### src/rtl/csa_accum_seq_if.sv
// csa_accum_seq_if: beat input, result output and status signals of the carry-save dot-product sequencer
interface csa_accum_seq_if #(
  parameter int W     = 16,
  parameter int BW    = 5,
  parameter int ACC_W = 28
);
  logic [BW-1:0]    cfg_beats;
  logic             in_valid;
  logic             in_ready;
  logic [9*W-1:0]   in_data;
  logic             out_valid;
  logic             out_ready;
  logic [ACC_W-1:0] out_data;
  logic             busy;
  logic [BW-1:0]    beat_cnt;
  modport master (
    output cfg_beats, in_valid, in_data, out_ready,
    input  in_ready, out_valid, out_data, busy, beat_cnt
  );
  modport slave (
    input  cfg_beats, in_valid, in_data, out_ready,
    output in_ready, out_valid, out_data, busy, beat_cnt
  );
endinterface

### src/rtl/csa_accum_seq.sv
// csa_accum_seq: time-shares one 11-input carry-save compressor over the beats of a frame,
// then resolves the sum/carry pair with a single ripple add and offers it on a valid/ready port
module csa_accum_seq #(
  parameter int W         = 16,
  parameter int MAX_BEATS = 16,
  parameter int BW        = 5,
  parameter int ACC_W     = 28
) (
  input  logic clk,
  input  logic rst,
  csa_accum_seq_if.slave bus
);
  typedef enum logic [1:0] {IDLE, ACCUM, RESOLVE, OUTPUT} state_t;
  state_t state, state_nxt;
  logic [ACC_W-1:0] sum_r, carry_r, sum_nxt, carry_nxt;
  logic [ACC_W-1:0] op [9];
  logic [ACC_W-1:0] l1 [6];
  logic [ACC_W-1:0] l2 [4];
  logic [ACC_W-1:0] l3 [2];
  logic [ACC_W-1:0] l4 [2];
  logic [ACC_W-1:0] l5 [2];
  logic [BW-1:0] beats_r, beats_cfg, cnt_inc;
  logic accept;
  function automatic logic [2*ACC_W-1:0] csa(input logic [ACC_W-1:0] a, b, c);
    return {a ^ b ^ c, ((a & b) | (a & c) | (b & c)) << 1};
  endfunction
  assign bus.in_ready = (state == IDLE) || (state == ACCUM);
  assign bus.busy     = state != IDLE;
  assign accept       = bus.in_valid & bus.in_ready;
  assign cnt_inc      = bus.beat_cnt + 1'b1;
  assign beats_cfg    = bus.cfg_beats == '0 ? BW'(1)
                      : bus.cfg_beats > BW'(MAX_BEATS) ? BW'(MAX_BEATS) : bus.cfg_beats;
  // 9:2 tree on the operands, then a 4:2 stage folding in the running pair
  always_comb begin
    for (int k = 0; k < 9; k++) op[k] = ACC_W'(bus.in_data[k*W +: W]);
    {l1[0], l1[1]} = csa(op[0], op[1], op[2]);
    {l1[2], l1[3]} = csa(op[3], op[4], op[5]);
    {l1[4], l1[5]} = csa(op[6], op[7], op[8]);
    {l2[0], l2[1]} = csa(l1[0], l1[1], l1[2]);
    {l2[2], l2[3]} = csa(l1[3], l1[4], l1[5]);
    {l3[0], l3[1]} = csa(l2[0], l2[1], l2[2]);
    {l4[0], l4[1]} = csa(l3[0], l3[1], l2[3]);
    {l5[0], l5[1]} = csa(l4[0], l4[1], sum_r);
    {sum_nxt, carry_nxt} = csa(l5[0], l5[1], carry_r);
  end
  always_comb begin
    state_nxt = state;
    case (state)
      IDLE:    if (accept) state_nxt = beats_cfg == BW'(1) ? RESOLVE : ACCUM;
      ACCUM:   if (accept && cnt_inc == beats_r) state_nxt = RESOLVE;
      RESOLVE: state_nxt = OUTPUT;
      OUTPUT:  if (bus.out_ready) state_nxt = IDLE;
      default: state_nxt = IDLE;
    endcase
  end
  always_ff @(posedge clk or posedge rst)
    if (rst) state <= IDLE;
    else     state <= state_nxt;
  // beat_cnt is zero whenever IDLE, so the shared increment also starts a frame at 1
  always_ff @(posedge clk or posedge rst) begin
    if (rst) begin
      sum_r         <= '0;
      carry_r       <= '0;
      beats_r       <= '0;
      bus.beat_cnt  <= '0;
      bus.out_valid <= 1'b0;
      bus.out_data  <= '0;
    end else begin
      if (accept) begin
        sum_r        <= sum_nxt;
        carry_r      <= carry_nxt;
        bus.beat_cnt <= cnt_inc;
      end
      if (accept && state == IDLE) beats_r <= beats_cfg;
      if (state == RESOLVE) begin
        bus.out_data  <= sum_r + carry_r;
        bus.out_valid <= 1'b1;
      end
      if (state == OUTPUT && bus.out_ready) begin
        bus.out_valid <= 1'b0;
        sum_r         <= '0;
        carry_r       <= '0;
        bus.beat_cnt  <= '0;
      end
    end
  end
endmodule

### src/flat_wrapper.sv
// flat-port wrapper written by rule: the top's interface ports become plain ports
module csa_accum_seq_flat 
#(
  parameter int W         = 16,
  parameter int MAX_BEATS = 16,
  parameter int BW        = 5,
  parameter int ACC_W     = 28
)
  (clk, rst, bus_cfg_beats, bus_in_valid, bus_in_data, bus_out_ready, bus_in_ready, bus_out_valid, bus_out_data, bus_busy, bus_beat_cnt);
  csa_accum_seq_if #(.W(W), .BW(BW), .ACC_W(ACC_W)) bus_i ();
  input  logic clk;
  input  logic rst;
  input wire logic [$bits(bus_i.cfg_beats)-1:0] bus_cfg_beats;
  input wire logic [$bits(bus_i.in_valid)-1:0] bus_in_valid;
  input wire logic [$bits(bus_i.in_data)-1:0] bus_in_data;
  input wire logic [$bits(bus_i.out_ready)-1:0] bus_out_ready;
  output wire logic [$bits(bus_i.in_ready)-1:0] bus_in_ready;
  output wire logic [$bits(bus_i.out_valid)-1:0] bus_out_valid;
  output wire logic [$bits(bus_i.out_data)-1:0] bus_out_data;
  output wire logic [$bits(bus_i.busy)-1:0] bus_busy;
  output wire logic [$bits(bus_i.beat_cnt)-1:0] bus_beat_cnt;
  assign bus_i.cfg_beats = bus_cfg_beats;
  assign bus_i.in_valid = bus_in_valid;
  assign bus_i.in_data = bus_in_data;
  assign bus_i.out_ready = bus_out_ready;
  assign bus_in_ready = bus_i.in_ready;
  assign bus_out_valid = bus_i.out_valid;
  assign bus_out_data = bus_i.out_data;
  assign bus_busy = bus_i.busy;
  assign bus_beat_cnt = bus_i.beat_cnt;
  csa_accum_seq #(.W(W), .MAX_BEATS(MAX_BEATS), .BW(BW), .ACC_W(ACC_W)) u_core (.clk(clk), .rst(rst), .bus(bus_i));
endmodule
### config.mk
export PLATFORM = sky130hd
export DESIGN_NAME = csa_accum_seq_flat
export DESIGN_NICKNAME = d
export VERILOG_FILES = /design/src/rtl/csa_accum_seq_if.sv /design/src/rtl/csa_accum_seq.sv /design/src/flat_wrapper.sv
export SDC_FILE = /design/constraint.sdc
export NUM_CORES = 1
export LEC_CHECK = 0
export CORE_MARGIN = 8
export CORE_UTILIZATION = 57
export CTS_CLUSTER_SIZE = 30
export DETAILED_ROUTE_END_ITERATION = 12
export GPL_ROUTABILITY_DRIVEN = 0
export PLACE_DENSITY = 0.89
export SLEW_MARGIN = 20
export SYNTH_ARGS = -nofsm -noshare
export SYNTH_HDL_FRONTEND = slang
export SYNTH_SLANG_ARGS = --single-unit
### constraint.sdc
create_clock -name clk -period 6.3 [get_ports clk]
set_input_delay 0.63 -clock clk [delete_from_list [all_inputs] [get_ports clk]]
set_output_delay 0.63 -clock clk [all_outputs]
set_load 0.03 [all_outputs]
# --- Word level (Yosys, flattened, before mapping) ---
# Index checks and enable logic that the tools add are counted.
classes:
  add_sub_neg: 2
  n_lt_le_gt_ge: 1
  eq_ne: 8
  muxes: 15
  bitwise: 64
  reduce_logical: 10
ops:
  columns: ["cell", "n"]
  rows:
  - ["bitwise AND 27 bit", 18]
  - ["bitwise OR 27 bit", 15]
  - ["bitwise XOR 28 bit", 12]
  - ["bitwise AND 16 bit", 9]
  - ["2-to-1 mux 28 bit", 4]
  - ["bitwise XOR 16 bit", 6]
  - ["bitwise OR 27 x 16 -> 27 bit", 3]
  - ["adder 28 bit", 1]
  - ["2-to-1 mux 5 bit", 4]
  - ["2-to-1 mux 2 bit", 4]
  - ["case mux 2 bit (4 select lines)", 1]
  - ["nonzero test 2 bit", 3]
  - ["adder 5 x 1 -> 5 bit, second input constant", 1]
  - ["equality test 5 x 1 -> 1 bit, second input constant", 1]
  - ["equality test 5 bit", 1]
  - ["greater-than comparator 5 bit, second input constant", 1]
  - ["logical NOT 5 bit", 1]
  - ["equality test 2 bit, second input constant", 2]
  - ["inequality test 2 bit, second input constant", 2]
  - ["logical AND 1 bit", 3]
  - ["AND reduction 3 bit", 1]
  - ["equality test 2 x 1 -> 1 bit, second input constant", 1]
  - ["logical NOT 2 bit", 1]
  - ["2-to-1 mux 1 bit", 2]
  - ["3 further kinds", 3]
word_totals:
  reg_bits: 97
  input_bits: 153
  output_inout_bits: 36
  elab_cells: 107

# --- Longest topological paths before layout ---
depth:
  depth_word: 20
  mapped_depth: 14

# --- Least setup slack after synthesis ---
# OpenSTA, ideal clock, no wires.
synth_path:
  kind: "in2reg"
  from: "input bus_in_data[50]"
  to: "register u_core.sum_r[2]"
  setup_ns: 0.094
  arrival_time_ns: 3.878
  required_time_ns: 6.206
  path_slack_ns: 2.328
  cell_stages: 12
  n_path_buf: 0
  cell_sequence: "inv_1 > fa_1 > inv_1 > fa_1 > inv_1 > fa_1 > fa_1 > inv_1 > fa_1 > inv_1 > fa_1 > a211oi_1"
synth_between:
  elab_chain_len: 13
synth_rtl:
  columns: ["element", "line_no", "source"]
  rows:
  - ["start, declared", "flat_wrapper.sv:15", "input wire logic [$bits(bus_i.in_data)-1:0] bus_in_data;"]
  - ["bitwise XOR 16 bit (2 in series)", "csa_accum_seq.sv:25", "return {a ^ b ^ c, ((a & b) | (a & c) | (b & c)) << 1};"]
  - ["bitwise XOR 28 bit (9 in series)", "csa_accum_seq.sv:25", null]
  - ["2-to-1 mux 28 bit", "csa_accum_seq.sv:69", "if (accept) begin"]
  - ["2-to-1 mux 28 bit", "csa_accum_seq.sv:79", "if (state == OUTPUT && bus.out_ready) begin"]
  - ["end signal, assigned", "csa_accum_seq.sv:70", "sum_r <= sum_nxt;"]
  - ["end, declared", "csa_accum_seq.sv:15", "logic [ACC_W-1:0] sum_r, carry_r, sum_nxt, carry_nxt;"]
# Every way passes these cells. The select of a mux whose other input is x is not followed.
# A chain may end at the register's enable or synchronous reset.

# --- Final worst setup path ---
# Ends and elaborated chain as after synthesis.

==> results by group <==
Detailed routing
  – Pre-antenna DRT Iters: 4
  – Routed wl met2: 10500 µm
  – Iteration-0 DRC count of the detailed router: 453
  – Routed vias/inst: 5.22
  – Met1 wire length: 7900 µm
  – ANT nets after route: 0
  – Routed met3 length: 1110 µm
  – DRC errors left: 0
  – Top routing layer used: met4
  – Vias: 6820
  – Wire per inst: 15.2 µm
  – Final wirelength: 19900 µm

Place
  – Post-DP Area: 11000 µm²
  – Pre-CTS setup slack: 1.68 ns
  – Port Buffers: 188
  – DP HPWL: 16100 µm

Pwr
  – Comb power frac: 0.659
  – Worst vdd ir: 307 µV
  – Sw frac: 0.455
  – Power Total: 4.75 mW
  – P_sw: 2.16 mW
  – Clock share of power: 0.122
  – Static leakage: 5.37 nW
  – Seq pwr share: 0.218
  – Power Density: 420 nW/µm²
  – Int Power: 2.59 mW

Synthesis
  – Number of synthesized flops with an enable pin: 0
  – Top-area cell type share of the netlist area: 0.324
  – Synth area leaders: fa_1 32%, dfrtp_1 27%, inv_1 7.9%
  – Total nets after synthesis: 1253
  – Ys async rst share: 1.00
  – Netlist cell types: 55
  – Seq/Total Area, Yosys: 0.267
  – Post-synthesis register bit count: 95
  – Dominant cell type by area after synthesis: fa_1
  – YS warnings: 0
  – Primary FF master, synth: dfrtp_1
  – Synthesized area: 8910 µm²
  – Avg Cell Area, Syn: 9.71 µm²
  – Cells after synthesis: 917

Timing
  – Worst slew pin tran: 0.753 ns
  – Worst Skew: 0.0118 ns
  – Final WS setup: 2.08 ns
  – Unrepaired setup endpoints after global routing: false
  – Period utilisation layout: 0.669
  – Minimum clock period: 4.22 ns
  – Final setup TNS: 0 ns
  – Final hold vios: 0
  – Max-Slew Margin vs Limit: 0.498
  – Final setup violation count: 0
  – Final Max Tran Viols: 0
  – Max Fclk: 0.237 GHz

Floorplan
  – DIE WIDTH: 141 µm
  – Die height: 141 µm
  – Core area: 15300 µm²
  – IO Pins: 189
  – Die area: 19900 µm²
  – FP Rows: 45
  – Initial Util: 0.584

Worst setup path
  – Critical Path RT: 6.55 ns
  – Startpoint Class: input pin
  – CP Class: in2reg
  – Crit path max fanout: 1
  – Reg2reg path depth: 9
  – Arrival time worst endpoint: 4.47 ns
  – Crit path capture type: flop

Clock tree
  – Clk slew on worst S/H paths: 0.06 ns
  – Clk buf depth: 2
  – CTS resizes: 0
  – Clk sinks: 95
  – CTS Root Cell: clkbuf_16
  – H-Tree Depth: 3
  – TritonCTS buffer count: 9
  – CTS tree: yes
  – Worst-Skew Late Latency: 0.34 ns
  – Total setup buffers inserted after CTS: 0
  – Hold Buf Count CTS: 0

Finish
  – Layout Cell Area excl Fill: 11300 µm²
  – Final core occ: 0.740
  – Area grow syn2layout: 26.8%
  – Antenna diode count: 0
  – Filler cell count: 1036
  – Net count, final: 1428
  – Fraction of layout cells with a size suffix above 1: 0.0347

GRT
  – Global-route wire length before repair: 34900 µm
  – Initial antenna violation count: 0
  – Remaining Overflow, GRT: 0
  – Vias in the first global route: 7442
  – Largest net degree at the start of global routing: 61
  – Total GRT Usage: 0.213

Run
  – Max-Cap Viols: 0

Hold path
  – WHS Path Cells: 2
  – Hold Crit Class: reg2reg

Outcome
  – Status: completed
## state kept, by name, indices dropped and copies added, names as in the netlist
signal                count
u_core.bus.out_data      28
u_core.carry_r           26
u_core.bus.out_valid      1
u_core.bus.beat_cnt       5
u_core.sum_r             28
u_core.beats_r            5
u_core.state              2
## path summary, 6_finish.rpt
path | start | end | slack (ns)
setup / recovery | bus_in_data[50] | u_core.sum_r[2]$_DFFE_PP0P_ | 2.08
hold / removal | u_core.bus.out_data[12]$_DFFE_PP0P_ | u_core.bus.out_data[12]$_DFFE_PP0P_ | 0.49
setup reg to reg | u_core.sum_r[2]$_DFFE_PP0P_ | u_core.bus.out_data[24]$_DFFE_PP0P_ | 3.68
hold reg to reg | u_core.bus.out_data[12]$_DFFE_PP0P_ | u_core.bus.out_data[12]$_DFFE_PP0P_ | 0.49
max in group asynchronous | rst | u_core.bus.out_data[16]$_DFFE_PP0P_ | 4.45
min in group asynchronous | rst | u_core.bus.beat_cnt[0]$_DFFE_PP0P_ | 0.71
## kinds of logic (layout without fill, tap and decap cells)
| kind of cell | Yosys count | count (layout) | synth area share |
|---|---|---|---|
| flip-flops | 95 | 95 | 0.267 |
| AO/OA/AOI/OAI | 165 | 165 | 0.117 |
| adder cells (fa/ha/maj) | 183 | 183 | 0.378 |
| multiplexers | 16 | 16 | 0.0199 |
| buffers and inverters | 215 | 394 | 0.0909 |
| XOR/XNOR | 21 | 21 | 0.0206 |
| AND/OR/NAND/NOR | 222 | 222 | 0.106 |
## power groups by stage
stage	clock [mW]	combinational [mW]	sequential (mW)
after detailed placement	0	3.16	1.04
final	0.581	3.13	1.04
after global placement	0	3.01	1.03
after global routing	0.613	3.64	1.07
after CTS	0.589	3.19	1.04
after floorplan	0	2.16	1.16
## critical path: stages
cell and delay (ns):
clkdlybuf4s50_1 0.45, inv_1 0.05, fa_1 0.53, inv_1 0.06, fa_1 0.55, inv_1 0.05, fa_1 0.45, fa_1 0.49
inv_1 0.05, fa_1 0.47, inv_1 0.05, fa_1 0.44, a211oi_1 0.20
## area by class of cell
type                            instances  area [µm²]  area share
Multi-Input combinational cell        607        5730       0.507
Sequential cell                        95        2380       0.211
Timing Repair Buffer                  191        1900       0.169
Inverter                              188         707      0.0626
Tap cell                              211         264      0.0234
Clock buffer                           12         246      0.0218
Clock inverter                          3        67.6     0.00598
## through the flow
stage | instances | hold slack [ns]
after CTS | 1307 | 0.493
final | 1307 | 0.487
after floorplan | 917 | 0.469
after global placement | 1292 | 0.464
after detailed placement | 1292 | 0.476
after global routing | 1307 | 0.518
## cells in the mapped netlist (2+ instances only)
master     instances
a211oi_1          10
a21boi_0           3
a21o_1             7
a21oi_1           79
a31o_2             2
a31oi_1            3
and2_1             4
and3_1             3
buf_1              2
buf_2              2
clkbuf_1          23
dfrtp_1           95
fa_1             144
ha_1              39
inv_1            187
mux2_2            14
mux2i_1            2
nand2_1          147
nand2b_1           4
nand3_1            7
nand4_1            5
nor2_1            29
nor2b_1            4
nor3_1             7
o2111ai_1          4
o211a_1            3
o21a_1             7
o21ai_0           17
o21ai_1            2
o21bai_1           4
o221ai_1           4
o311ai_0           2
o311ai_1           3
o31ai_1            5
or3_1              4
or4_1              2
xnor2_1            9
xor2_1            12
## per-layer routing
layer	GRT usage	vias to the layer above
met2	0.382	196
met3	0.0398	30
met4	0.0452	0
met5	0	-
met1	0.262	3358
li1	-	3236
## layout by cell type (no fill, tap or decap), types with 3 or more instances in the layout
cell,netlist,routed
o211a_1,3,3
nand3_1,7,7
dfrtp_1,95,95
nor2b_1,4,4
o21ai_0,17,17
or3_1,4,4
a21o_1,7,7
o31ai_1,5,5
xor2_1,12,12
buf_4,0,3
nand4_1,5,5
nor3_1,7,7
xnor2_1,9,9
and3_1,3,3
o21bai_1,4,4
clkbuf_16,0,9
a21boi_0,3,3
o2111ai_1,4,4
a31oi_1,3,3
nand2_1,147,147
a21oi_1,79,79
fa_1,144,144
o21a_1,7,7
nand2b_1,4,4
ha_1,39,39
o221ai_1,4,4
clkdlybuf4s50_1,0,188
a211oi_1,10,10
o311ai_1,3,3
nor2_1,29,29
mux2_2,14,14
inv_1,187,186
(Power assumes the default switching activity.)
